===== config.mk =====
export PLATFORM = sky130hd
export DESIGN_NAME = sat_counter
export DESIGN_NICKNAME = d
export VERILOG_FILES = /design/src/rtl/sat_counter.sv
export SDC_FILE = /design/constraint.sdc
export NUM_CORES = 1
export LEC_CHECK = 0
export BUFFER_PORTS_ARGS = -buffer_cell sky130_fd_sc_hd__buf_2
export CORE_AREA = 5 5 42 44
export DETAILED_ROUTE_END_ITERATION = 10
export DIE_AREA = 0 0 47 49
export PLACE_DENSITY = 0.58
export REMOVE_ABC_BUFFERS = 1
export SYNTH_ARGS = -nofsm -noshare
export SYNTH_HDL_FRONTEND = slang
export SYNTH_SLANG_ARGS = --single-unit

===== constraint.sdc =====
create_clock -name clk -period 1.8 [get_ports clk]
set_clock_uncertainty 0.15 [all_clocks]
set_input_delay 0.45 -clock clk [delete_from_list [all_inputs] [get_ports clk]]
set_output_delay 0.45 -clock clk [all_outputs]
set_load 0.01 [all_outputs]

===== src/rtl/sat_counter.sv =====
// Up-counter that sticks at all-ones instead of wrapping.
module sat_counter #(
    parameter int W = 8
) (
    input  logic         clk,
    input  logic         rst,
    input  logic         inc,
    output logic [W-1:0] cnt
);

    // Count increments, holding once the maximum is reached.
    always_ff @(posedge clk or posedge rst) begin
        if (rst)
            cnt <= '0;
        else if (inc && (cnt != '1))
            cnt <= cnt + W'(1);
    end

endmodule


==> impl_metrics.csv <==
group,metric,value,unit
setup_path,crit_slowest_cell,"dfrtp_1",
detailed_routing,viasPerCell,5.206,
cells_and_area,top_register,"cnt",
floorplanning,num_rows,14,
sta,worst-slew-pin-transition,0.3215,ns
clock_tree,cts_buffers,3,
power_and_ir_drop,p_per_area,1628,nW/um2
sta,max_freq,595.9,MHz
clock_tree,clock_sinks,8,
floorplanning,die-area,2303,um2
setup_path,cp_top_family,"flip-flops",
floorplanning,die_x,47,um
setup_path,crit_buf_inv,0,
sta,slew_headroom,0.7854,
cells_and_area,nets,58,
power_and_ir_drop,clockPowerShare,0.164,
sta,tns,0,ns
clock_tree,h-tree-depth,1,
power_and_ir_drop,p_seq_frac,0.464,
sta,hold_viol,0,
floorplanning,pin_count,11,
global_routing,gr-total-overflow,0,
yosys,netlist.area_leader.share,0.4776,
yosys,synth_seq_cells,8,
setup_path,slowest_delay,0.41,ns
power_and_ir_drop,combPwrFrac,0.372,
setup_path,r2r-start,"cnt[0]",
yosys,syn_area_per_cell,11.03,um2
setup_path,worstPathArrival,1.66,ns
clock_tree,cts_setup_buffers,0,
cells_and_area,top_regs,"cnt (8)",
yosys,netlist_area,419.2,um2
global_routing,antenna_found_initial,0,
setup_path,crit_type,"reg2reg",
detailed_routing,firstDrtPassIters,4,
cells_and_area,area_growth,24.48,%
sta,final.min_clock_period,1.678,ns
global_routing,grt_pass1_wl,1518,um
setup_path,critPathCaptureType,"register",
floorplanning,placeableCoreArea,1401,um2
sta,setup_viol,0,
sta,fin_crit_sh,0.9323,
status,outcome,"finished clean",
setup_path,cp-startpoint,"cnt[0]",
sta,hold-worst-slack,0.3724,ns
place,hpwlAfterDp,621.9,um
floorplanning,start_util,0.2991,
sta,rsz0062_at_grt,"false",
cells_and_area,post_route_cells_drive_above_1_share,0.3077,
global_routing,grt.total_usage,0.09155,
yosys,synthCells,38,
place,gp_congestion,0.7398,
detailed_routing,ant_nets,0,
power_and_ir_drop,power.internal,0.0004960,W
clock_tree,cts_tree,"built",
setup_path,critPathLaunchType,"register",
setup_path,path_cells,"ha_1 > nand4_4 > o21ai_2 > mux2_1",
floorplanning,die_h,49,um
power_and_ir_drop,swShare,0.4159,
yosys,synth_cell_types,19,
clock_tree,clkLatencyLatePin,0.25,ns
power_and_ir_drop,ir_worst_vdd,0.5734,mV
yosys,synth_top_cell_by_area,"dfrtp_1",
detailed_routing,drt-initial-drc-count,8,
yosys,yosysSeqAreaShare,0.4776,
cells_and_area,antennaDiodeCount,0,
global_routing,grt_max_degree,9,
cells_and_area,largest_reg_flops,8,
power_and_ir_drop,p_leak,0.2250,nW
detailed_routing,totalWireLength,851,um
yosys,ys_top_cells_by_area,"dfrtp_1, mux2_1, nand4_4",
detailed_routing,drc,0,
global_routing,grt_pass1_vias,340,
power_and_ir_drop,p_sw,0.0003532,W
clock_tree,ctsLongestPathBuffers,2,
clock_tree,root_buffer,"clkbuf_4",
clock_tree,path_clk_slew,0.05,ns
setup_path,worstPathRequired,1.79,ns
run,max_cap_viol_count,0,
hold_path,min-delay-start,"cnt[6]",
place,port_buffers,10,
detailed_routing,wl_per_cell,12.51,um
detailed_routing,vias,354,
hold_path,hold_path_class,"reg2reg",
yosys,ys_warn_count,0,
sta,final-max-slew-violation-count,0,
setup_path,path_max_fanout,7,
-- power by group through the flow --
stage / clock, W / sequential, W / combinational (W)
floorplan: 0 / 0.000416 / 0.000168
global placement: 0 / 0.000395 / 0.000321
detailed placement: 0 / 0.000397 / 0.000322
CTS: 0.000147 / 0.000393 / 0.000325
global route: 0.000157 / 0.000417 / 0.000366
finish: 0.000139 / 0.000394 / 0.000316
-- logic make-up after synthesis --
kind of cell | count (synthesis) | share of synthesized area
xor gates and xnor gates | 1 | 0.02090
DFF | 8 | 0.4776
buffers and inverters | 1 | 0.008947
and+or+nand+nor | 15 | 0.2089
AOI/OAI and AO/OA | 8 | 0.1462
adders and majority gates | 1 | 0.02985
muxes | 4 | 0.1075
-- metrics by stage --
step	worst slack [ns]	instance area (um2)	cells	utilization	total power [W]
after CTS	0.1130	521.8	68	0.3723	0.0008644
after global placement	0.1633	489.2	64	0.3491	0.0007156
after floorplan	0.1499	419.2	38	-	0.0005841
after global routing	0.02793	521.8	68	0.3723	0.0009394
final	0.1219	521.8	68	0.3723	0.0008492
after detailed placement	0.1270	489.2	64	0.3491	0.0007185
-- what timing repair did --
action / in CTS / in global routing
hold endpoints to repair: 8 / 0
setup endpoints to repair: 0 / 0
hold buffers: 1 / 0
resized for setup: 0 / 0
-- path summary, 6_finish.rpt --
check                          to  slack [ns]  cells past startpoint
max in group asynchronous  cnt[6]        0.72                      3
min reg2reg                cnt[6]        0.37                      1
max                        cnt[1]        0.12                      4
max reg2reg                cnt[1]        0.12                      4
min in group asynchronous  cnt[2]        0.54                      3
min                        cnt[6]        0.37                      1
-- Yosys cell counts, drive strengths merged --
master / count
nand3: 3
o21ai: 2
inv: 1
nand2: 4
nor3: 2
dfrtp: 8
mux2: 4
a21oi: 1
o21bai: 2
ha: 1
a21boi: 1
o2111a: 1
o31a: 1
xnor2: 1
nand4: 4
nor2: 2
-- routing by layer --
layer  vias up  track usage  share of wire  wire [um]
met5         -            0              0          0
met4         0      0.06912          0.025         21
met3         4      0.02583          0.054         46
met2        10       0.1154           0.44        375
met1       166       0.1261           0.48        408
li1        174            -              -          -
-- final cells by class --
| cell class | instances | area (um2) |
|---|---|---|
| fill | 150 | 879.6 |
| multi-input combinational | 29 | 215.2 |
| sequential | 8 | 200.2 |
| timing repair buffer | 11 | 60.06 |
| clock buffer | 3 | 22.52 |
| tap | 16 | 20.02 |
| inverter | 1 | 3.754 |
-- layout by cell type (no fill, tap or decap), drive strengths merged, types with 2 or more instances in the layout --
| cell | instances |
|---|---|
| nor2 | 2 |
| nand4 | 4 |
| mux2 | 4 |
| buf | 10 |
| dfrtp | 8 |
| o21bai | 2 |
| clkbuf | 3 |
| nand3 | 3 |
| o21ai | 2 |
| nand2 | 4 |
| nor3 | 2 |
(Power assumes the default switching activity.)
